$ cat src/rtl/noc_pkg.sv
// Shared NoC definitions: flit type, arbiter state encoding and round-robin pointer helper.
package noc_pkg;

    localparam int FLIT_WIDTH = 32;

    typedef logic [FLIT_WIDTH-1:0] flit_t;

    typedef enum logic [1:0] {
        IDLE = 2'd0,
        SEND = 2'd1,
        RESP = 2'd2
    } arb_state_t;

    // Index following idx in a ring of n entries.
    function automatic int unsigned rr_next_idx(input int unsigned idx, input int unsigned n);
        return (idx + 1 >= n) ? 0 : idx + 1;
    endfunction

endpackage

$ cat src/rtl/rr_arbiter.sv
// Combinational round-robin pick: first set request at or after ptr, wrapping to 0.
module rr_arbiter #(
    parameter int N = 4,
    localparam int IDX_W = (N > 1) ? $clog2(N) : 1
) (
    input  logic [N-1:0]     req,
    input  logic [IDX_W-1:0] ptr,
    input  logic             en,
    output logic [N-1:0]     gnt,
    output logic [IDX_W-1:0] idx
);

    logic found;

    always_comb begin
        gnt   = '0;
        idx   = '0;
        found = 1'b0;
        // First pass covers ptr..N-1; the second pass only matters when that range is empty.
        for (int i = 0; i < N; i++) begin
            if (en && !found && req[i] && (i >= int'(ptr))) begin
                found  = 1'b1;
                gnt[i] = 1'b1;
                idx    = IDX_W'(i);
            end
        end
        for (int i = 0; i < N; i++) begin
            if (en && !found && req[i]) begin
                found  = 1'b1;
                gnt[i] = 1'b1;
                idx    = IDX_W'(i);
            end
        end
    end

endmodule

$ cat src/rtl/node_port_arbiter.sv
// Shares one node output port between N_REQ requesters, round-robin, relaying ack/rej
// back to the winner and forcing a reject when the downstream stays silent.
//
// state | meaning
// IDLE  | no owner; pick next requester at/after pointer
// SEND  | granted flit on out_flit, waiting for out_ack/out_rej/timeout/withdraw
// RESP  | one-cycle ack or rej pulse to the owner, pointer advances
module node_port_arbiter #(
    parameter int N_REQ      = 4,
    parameter int FLIT_WIDTH = noc_pkg::FLIT_WIDTH,
    parameter int TIMEOUT    = 16
) (
    input  logic                        clk,
    input  logic                        rst,
    input  logic [N_REQ*FLIT_WIDTH-1:0] in_flit,
    input  logic [N_REQ-1:0]            in_enable,
    output logic [N_REQ-1:0]            in_ack,
    output logic [N_REQ-1:0]            in_rej,
    output logic [FLIT_WIDTH-1:0]       out_flit,
    output logic                        out_enable,
    input  logic                        out_ack,
    input  logic                        out_rej,
    output logic [N_REQ-1:0]            grant,
    output logic                        busy
);

    import noc_pkg::*;

    localparam int IDX_W = (N_REQ > 1) ? $clog2(N_REQ) : 1;
    localparam int CNT_W = (TIMEOUT > 1) ? $clog2(TIMEOUT) : 1;

    arb_state_t            state_q, state_d;
    logic [IDX_W-1:0]      ptr_q, ptr_d;
    logic [IDX_W-1:0]      idx_q, idx_d;
    logic [CNT_W-1:0]      cnt_q, cnt_d;
    logic [FLIT_WIDTH-1:0] flit_q, flit_d;
    logic [N_REQ-1:0]      grant_q, grant_d;
    logic [N_REQ-1:0]      ack_q, ack_d;
    logic [N_REQ-1:0]      rej_q, rej_d;
    logic                  out_en_q, out_en_d;

    logic [N_REQ-1:0] arb_gnt;
    logic [IDX_W-1:0] arb_idx;
    logic             timed_out;
    logic             withdrawn;
    logic [IDX_W-1:0] ptr_after;

    rr_arbiter #(.N(N_REQ)) u_rr (
        .req (in_enable),
        .ptr (ptr_q),
        .en  (state_q == IDLE),
        .gnt (arb_gnt),
        .idx (arb_idx)
    );

    assign timed_out = (TIMEOUT != 0) && (cnt_q == CNT_W'(TIMEOUT - 1));
    assign withdrawn = ((in_enable & grant_q) == '0);
    assign ptr_after = IDX_W'(rr_next_idx(32'(idx_q), N_REQ));

    always_comb begin
        state_d  = state_q;
        ptr_d    = ptr_q;
        idx_d    = idx_q;
        cnt_d    = cnt_q;
        flit_d   = flit_q;
        grant_d  = grant_q;
        out_en_d = out_en_q;
        ack_d    = '0;
        rej_d    = '0;
        unique case (state_q)
            IDLE: begin
                if (arb_gnt != '0) begin
                    for (int i = 0; i < N_REQ; i++) begin
                        if (arb_gnt[i]) flit_d = in_flit[i*FLIT_WIDTH +: FLIT_WIDTH];
                    end
                    idx_d    = arb_idx;
                    grant_d  = arb_gnt;
                    out_en_d = 1'b1;
                    cnt_d    = '0;
                    state_d  = SEND;
                end
            end
            SEND: begin
                // A downstream answer (ack+rej counts as rej) outranks timeout and withdraw.
                if (out_ack || out_rej) begin
                    ack_d    = out_rej ? '0 : grant_q;
                    rej_d    = out_rej ? grant_q : '0;
                    out_en_d = 1'b0;
                    state_d  = RESP;
                end else if (timed_out) begin
                    rej_d    = grant_q;
                    out_en_d = 1'b0;
                    state_d  = RESP;
                end else if (withdrawn) begin
                    out_en_d = 1'b0;
                    grant_d  = '0;
                    ptr_d    = ptr_after;
                    state_d  = IDLE;
                end else begin
                    cnt_d = cnt_q + 1'b1;
                end
            end
            RESP: begin
                grant_d = '0;
                ptr_d   = ptr_after;
                state_d = IDLE;
            end
            default: begin
                state_d  = IDLE;
                grant_d  = '0;
                out_en_d = 1'b0;
            end
        endcase
    end

    always_ff @(posedge clk) begin
        if (rst) begin
            state_q  <= IDLE;
            ptr_q    <= '0;
            idx_q    <= '0;
            cnt_q    <= '0;
            flit_q   <= '0;
            grant_q  <= '0;
            ack_q    <= '0;
            rej_q    <= '0;
            out_en_q <= 1'b0;
        end else begin
            state_q  <= state_d;
            ptr_q    <= ptr_d;
            idx_q    <= idx_d;
            cnt_q    <= cnt_d;
            flit_q   <= flit_d;
            grant_q  <= grant_d;
            ack_q    <= ack_d;
            rej_q    <= rej_d;
            out_en_q <= out_en_d;
        end
    end

    assign in_ack     = ack_q;
    assign in_rej     = rej_q;
    assign out_flit   = flit_q;
    assign out_enable = out_en_q;
    assign grant      = grant_q;
    assign busy       = (state_q != IDLE);

endmodule
$ cat config.mk
export PLATFORM = sky130hd
export DESIGN_NAME = node_port_arbiter
export DESIGN_NICKNAME = d
export VERILOG_FILES = /design/src/rtl/noc_pkg.sv /design/src/rtl/rr_arbiter.sv /design/src/rtl/node_port_arbiter.sv
export SDC_FILE = /design/constraint.sdc
export NUM_CORES = 1
export LEC_CHECK = 0
export ABC_AREA = 1
export BUFFER_PORTS_ARGS = -buffer_cell sky130_fd_sc_hd__buf_2
export CORE_MARGIN = 2
export CORE_UTILIZATION = 41
export DETAILED_ROUTE_END_ITERATION = 8
export PLACE_DENSITY = 0.77
export SETUP_SLACK_MARGIN = 0.3
export SLEW_MARGIN = 10
export SYNTH_ARGS = -nofsm -noshare
export SYNTH_HDL_FRONTEND = slang
export SYNTH_SLANG_ARGS = --single-unit
$ cat constraint.sdc
create_clock -name clk -period 1.4 [get_ports clk]
set_input_delay 0.07 -clock clk [delete_from_list [all_inputs] [get_ports clk]]
set_output_delay 0.07 -clock clk [all_outputs]
set_load 0.05 [all_outputs]
== Word-level counts from Yosys, hierarchy flattened ==
Index checks and enable logic that the tools add are counted.
Word-level totals
  memory bits (read-only): 0
  input port bits: 136
  memories kept: 0
  output and inout bits: 46
  bits in writable memories: 0
  register bits: 55
  bits in latches: 0
Cells by class
  reduce and logical (&&, ||, !) cells: 40
  $lt $le $gt $ge: 4
  bitwise operators: 4
  multiplexer cells: 53
  add/subtract/negate cells: 2
  multipliers: 0
  div/mod/pow operators: 0
  shift operators: 0
  eq/ne operators: 9
Operator list (number)
  2-to-1 mux 32 bit: 4
  2-to-1 mux 4 bit: 11
  2-to-1 mux 2 bit: 14
  2-to-1 mux 1 bit: 19
  logical AND 1 bit: 18
  case mux 4 bit (2 select lines): 2
  inequality test 2 bit (second input constant): 5
  case mux 2 bit (2 select lines): 2
  AND reduction 4 bit: 2
  logical NOT 1 bit: 7
  nonzero test 2 bit: 3
  AND reduction 5 bit: 1
  adder 4 x 1 -> 4 bit (second input constant): 1
  bitwise AND 4 bit: 1
  equality test 4 bit (second input constant): 1
  >= comparator 1 x 2 -> 1 bit (first input constant): 2
  logical NOT 4 bit: 1
  inequality test 4 bit (second input constant): 1
  AND reduction 2 bit: 2
  nonzero test 4 bit: 1
  OR reduction 4 bit: 1
  adder 2 x 1 -> 3 bit (second input constant): 1
  >= comparator 3 bit (second input constant): 1
  inverter 1 bit: 3
  8 further kinds: 8

== Depth between registers and ports, before layout ==
  depth in word-level cells: 37
  depth in mapped cells: 12
  mapped depth without buffers: 11

== By module ==
Synthesis repeated with hierarchy kept, for this count alone.
Unflattened totals
  cells, all modules: 493
  area, all modules: 3186.8 µm²
Modules (own cells, without submodules)
  node_port_arbiter: times used 1, cells each 456, area an instance 3017.9 µm²
  rr_arbiter: times used 1, cells each 37, area an instance 168.9 µm²

== Worst setup path after synthesis ==
No wires, ideal clock.
  path type: register to register
  from: register state_q[1]
  to: register flit_q[28] (netlist: out_flit[28])
  setup slack: -368 ps
  cell stages (with the launch flop): 12
  required time: 1280 ps
  path buffers: 2
  library setup time: 120 ps
  period minus slack after synthesis: 1768 ps
  data arrival time: 1648 ps
  cells stage by stage: dfxtp_1 -> inv_2 -> nand2_2 -> nor2_1 -> o21ai_0 -> nand3_1 -> a21oi_1 -> nand3_2 -> buf_6 -> buf_6 -> o21ai_0 -> a21oi_1
On the way
  longest elaborated chain between the ends: 36
Ends and longest elaborated chain
  start, declared: RTL line node_port_arbiter.sv:32  | arb_state_t state_q, state_d;
  start signal, assigned: RTL line node_port_arbiter.sv:128  | state_q <= state_d;
  logical NOT 2 bit *: RTL line node_port_arbiter.sv:51, node_port_arbiter.sv:70
  logical AND 1 bit (2 in a row): RTL line rr_arbiter.sv:21  | if (en && !found && req[i] && (i >= int'(ptr))) begin
  2-to-1 mux 1 bit: RTL line rr_arbiter.sv:21
  logical NOT 1 bit: RTL line rr_arbiter.sv:21
  logical AND 1 bit (3 in a row): RTL line rr_arbiter.sv:21
  2-to-1 mux 1 bit: RTL line rr_arbiter.sv:21
  logical NOT 1 bit: RTL line rr_arbiter.sv:21
  logical AND 1 bit (3 in a row): RTL line rr_arbiter.sv:21
  [13 not listed]
  logical NOT 1 bit: RTL line rr_arbiter.sv:28  | if (en && !found && req[i]) begin
  logical AND 1 bit (2 in a row): RTL line rr_arbiter.sv:28
  2-to-1 mux 1 bit: RTL line rr_arbiter.sv:28
  logical NOT 1 bit: RTL line rr_arbiter.sv:28
  logical AND 1 bit (2 in a row): RTL line rr_arbiter.sv:28
  2-to-1 mux 1 bit: RTL line rr_arbiter.sv:28
  nonzero test 4 bit (no source line)
  AND reduction 2 bit (no source line)
  end signal, assigned: RTL line node_port_arbiter.sv:132  | flit_q <= flit_d;
  end, declared: RTL line node_port_arbiter.sv:36  | logic [FLIT_WIDTH-1:0] flit_q, flit_d;
Every way passes the cells marked *; elsewhere a longest branch is shown, timed or not.
A chain may end at the register's enable or synchronous reset.

== Worst setup path after layout ==
  from: register state_q[1]
  to: register flit_q[22] (netlist: out_flit[22])
The elaborated chain is that of the path after synthesis.

==> flow_summary_export.csv <==
group,metric,value,unit
status,status,"finished, violations left",
status,violations,"negative setup slack",
clocking,cts-root-buf,"clkbuf_8",
worst_setup_path,reg2regPathDepth,10,
timing,clock.fmax,0.5571,GHz
logic_synthesis,syn_area,3433,µm²
logic_synthesis,synth_area_leaders,"dfxtp_1 (32%), a21oi_1 (11%), nand3_1 (10%)",
clocking,cts_tree,"yes",
timing,tightest_slew,261.2,ps
min_path,holdPathEnd,"in_rej[3]",
final_layout,area_growth,52.92,%
timing,worst_slack,-394.9,ps
timing,finalClockSkew,5.403,ps
clocking,cts_made_buffers,5,
timing,drv_slew,0,
worst_setup_path,slowest_stage,"dfxtp_4",
detailed_routing,drt_iter0_markers,192,
min_path,hp-start,"out_rej",
grt,grt_pass1_wl,18.00,mm
detailed_routing,wl,11.97,mm
placed_design,place_area,4762,µm²
logic_synthesis,synth_nets,698,
logic_synthesis,synth_top_family_by_area,"simple AND/OR/NAND/NOR gates",
grt,grt_max_degree,34,
worst_setup_path,cp.depth,10,
floorplanning,start_util,42.00,%
logic_synthesis,synth_top_area_share,32.07,%
timing,fin_setup_tns,-13820,ps
worst_setup_path,slowest_delay,380,ps
timing,setup_viol,48,
logic_synthesis,yosys.area_share.simple,34.44,%
power,p_leak,0.002819,µW
worst_setup_path,cp_num_buf_inv,3,
logic_synthesis,synth.distinct_cells,30,
power,p_per_area,1194,nW/µm²
grt,grt_pass1_vias,4066,
timing,timing.final.hold_violations,0,
min_path,hold_path_depth,3,
timing,period_share,128.2,%
timing,relSlewSlack,82.43,%
power,irDropWorstVdd,0.6343,mV
detailed_routing,via_count,4451,
worst_setup_path,worst-r2r-setup-slack,-390,ps
placed_design,dp_slack,-456.0,ps
placed_design,gp_congestion,0.8669,
detailed_routing,drc,0,
worst_setup_path,worstPathRequired,1610,ps
logic_synthesis,synth.avg_cell_area,6.131,µm²
detailed_routing,wire_per_inst,13.65,µm
placed_design,io_buffers,181,
clocking,worstSkewPairLatency,310,ps
clocking,cts_sinks,55,
floorplanning,pin_count,182,
clocking,cts_hold_buf,0,
floorplanning,core_area,8175,µm²
worst_setup_path,worstPathArrival,2000,ps
clocking,cts_buffer_depth,2,
placed_design,hpwlAfterDp,8.561,mm
worst_setup_path,endpoint_kind,"flip-flop",
logic_synthesis,yosys_register_bits,55,
logic_synthesis,synthCells,560,
final_layout,fillCellCount,758,
flow_run,cap_violations,0,
logic_synthesis,synth_seq_area_share,32.07,%
timing,rsz0062_at_grt,"true",
floorplanning,die_area,9122,µm²
logic_synthesis,yosys_warnings,0,
grt,track_usage,24.77,%
floorplanning,fp.dieH,95.51,µm
detailed_routing,via_per_inst,5.075,
final_layout,nets,909,
clocking,clkTransAtPathRegs,100,ps
final_layout,n_antenna_cell,0,
worst_setup_path,r2r-end,"out_flit[22]",
min_path,hp-class,"primary input to flip-flop",
worst_setup_path,path_delay_family,"simple AND/OR/NAND/NOR gates",
clocking,htree_levels,2,
worst_setup_path,reg2reg_from,"state_q[1]",
logic_synthesis,synth_xor_area_share,0.2551,%
detailed_routing,firstDrtPassIters,7,
grt,gr-total-overflow,0,
worst_setup_path,path_class,"flip-flop to flip-flop",
final_layout,fin_util,64.22,%
worst_setup_path,crit_fanout,11,
detailed_routing,detail-route-antenna-nets,0,
timing,min_period,1795,ps
final_layout,stdcell_area,5250,µm²
floorplanning,num_rows,33,
final_layout,drive_gt1_share,43.26,%
logic_synthesis,synth_compound_area_share,17.67,%
worst_setup_path,crit_path_start_kind,"flip-flop",
logic_synthesis,synth.area.mux_share,0,%
grt,antenna_found_initial,0,
floorplanning,die_w,95.51,µm
worst_setup_path,crit_chain,"inv_4 > nand2_8 > or2_4 > nor2_4 > nand3_4 > nand3_4 > inv_4 > buf_12 > nor2_1 > a21oi_2",
logic_synthesis,yosysTopAreaCell,"dfxtp_1",
logic_synthesis,synth_fa_ha_area_share,0.7289,%
## worst max path at each step
| stage | end | from | slack, ps |
|---|---|---|---|
| 2_1_floorplan | out_flit[22] | state_q[1] | -220 |
| 3_3_place_gp | out_flit[29] | state_q[0] | -330 |
| 3_5_place_dp | cnt_q[0] | ptr_q[1] | -460 |
| 4_1_cts | out_flit[18] | state_q[0] | -330 |
| 5_1_grt | out_flit[22] | state_q[0] | -500 |
| 6_report | out_flit[22] | state_q[1] | -390 |
## per-stage QoR
step / instances / total power [µW] / hold WS (ps)
after floorplan: 560 / 4093 / 264.9
after global placement: 856 / 4979 / 378.8
final: 877 / 6270 / 59.90
after global routing: 877 / 6620 / 82.05
after CTS: 872 / 6067 / 50.56
after detailed placement: 856 / 5038 / 383.6
## sequential cells by signal, summed over array words and instances, names as in the netlist
signal,flops
ptr_q,2
state_q,2
idx_q,2
out_flit,32
in_ack,4
grant,4
cnt_q,4
out_enable,1
in_rej,4
## power breakdown
part / leakage (µW) / switching (µW) / internal (µW)
clock network: 0.0000402 / 553 / 350
logic: 0.00232 / 2160 / 1200
registers: 0.000460 / 169 / 1830
total: 0.00282 / 2880 / 3390
## cell type report
cell class / count / area, µm² / area share (%)
clock buffers: 5 / 68.82 / 1.311
clock inverters: 3 / 20.02 / 0.3813
inverters: 83 / 329.1 / 6.268
multi-input cells: 389 / 2086 / 39.73
flip-flops and latches: 55 / 1129 / 21.50
well taps: 105 / 131.4 / 2.502
repair buffers: 237 / 1486 / 28.31
## synth_stat cells, drive strengths merged
master and count:
a21boi 1, a21oi 76, buf 18, clkbuf 15, dfxtp 55, ha 2, inv 83, nand2 87
nand3 73, nand4 3, nor2 95, nor3 7, o211a 1, o21ai 39, o22ai 1, o31ai 1
or2 1, or4 1, xor2 1
## placed cells by master, fill, tap and decap left out, types with 3 or more instances in the layout
master	synthesis	layout
a21oi_1	76	59
nand2_2	3	9
dfxtp_1	55	45
o21ai_1	10	13
buf_2	5	180
nor2_1	91	73
clkbuf_8	0	5
dfxtp_2	0	4
o21ai_0	29	24
nand3_2	2	5
nand3_4	1	3
nor3_2	1	5
buf_12	0	9
a21oi_2	0	16
buf_4	8	38
inv_4	0	4
inv_1	78	74
nand2_1	84	75
dfxtp_4	0	6
nor2_4	3	4
buf_6	5	8
inv_2	5	4
nor2_2	1	18
nand3_1	70	65
## kinds of logic (layout without fill, tap and decap cells)
group                    count (synthesis)  count (layout)
XOR/XNOR                                 1               1
AND/OR/NAND/NOR                        267             267
flip-flops                              55              55
buffers and inverters                  116             328
AO/OA/AOI/OAI                          119             119
adder cells (fa/ha/maj)                  2               2
## tightest hold or removal path: stages
cell    delay (ps)
buf_2          110
nor2_2          70
nor3_2          90
## layer usage
layer | GRT usage (%) | share of wire [%] | vias up
met5 | 0 | 0 | -
met4 | 9.048 | 2.2 | 0
met3 | 4.032 | 7.9 | 26
met2 | 44.54 | 50 | 206
met1 | 29.55 | 40 | 2000
li1 | - | - | 2219
## repair_timing
| action | CTS | global route |
|---|---|---|
| resized for setup | 39 | 50 |
| setup endpoints to repair | 55 | 56 |
| buffers inserted | 8 | 5 |
| pin swaps | 7 | 6 |
| endpoints found under the hold margin | 0 | 0 |
(Power assumes the default switching activity.)
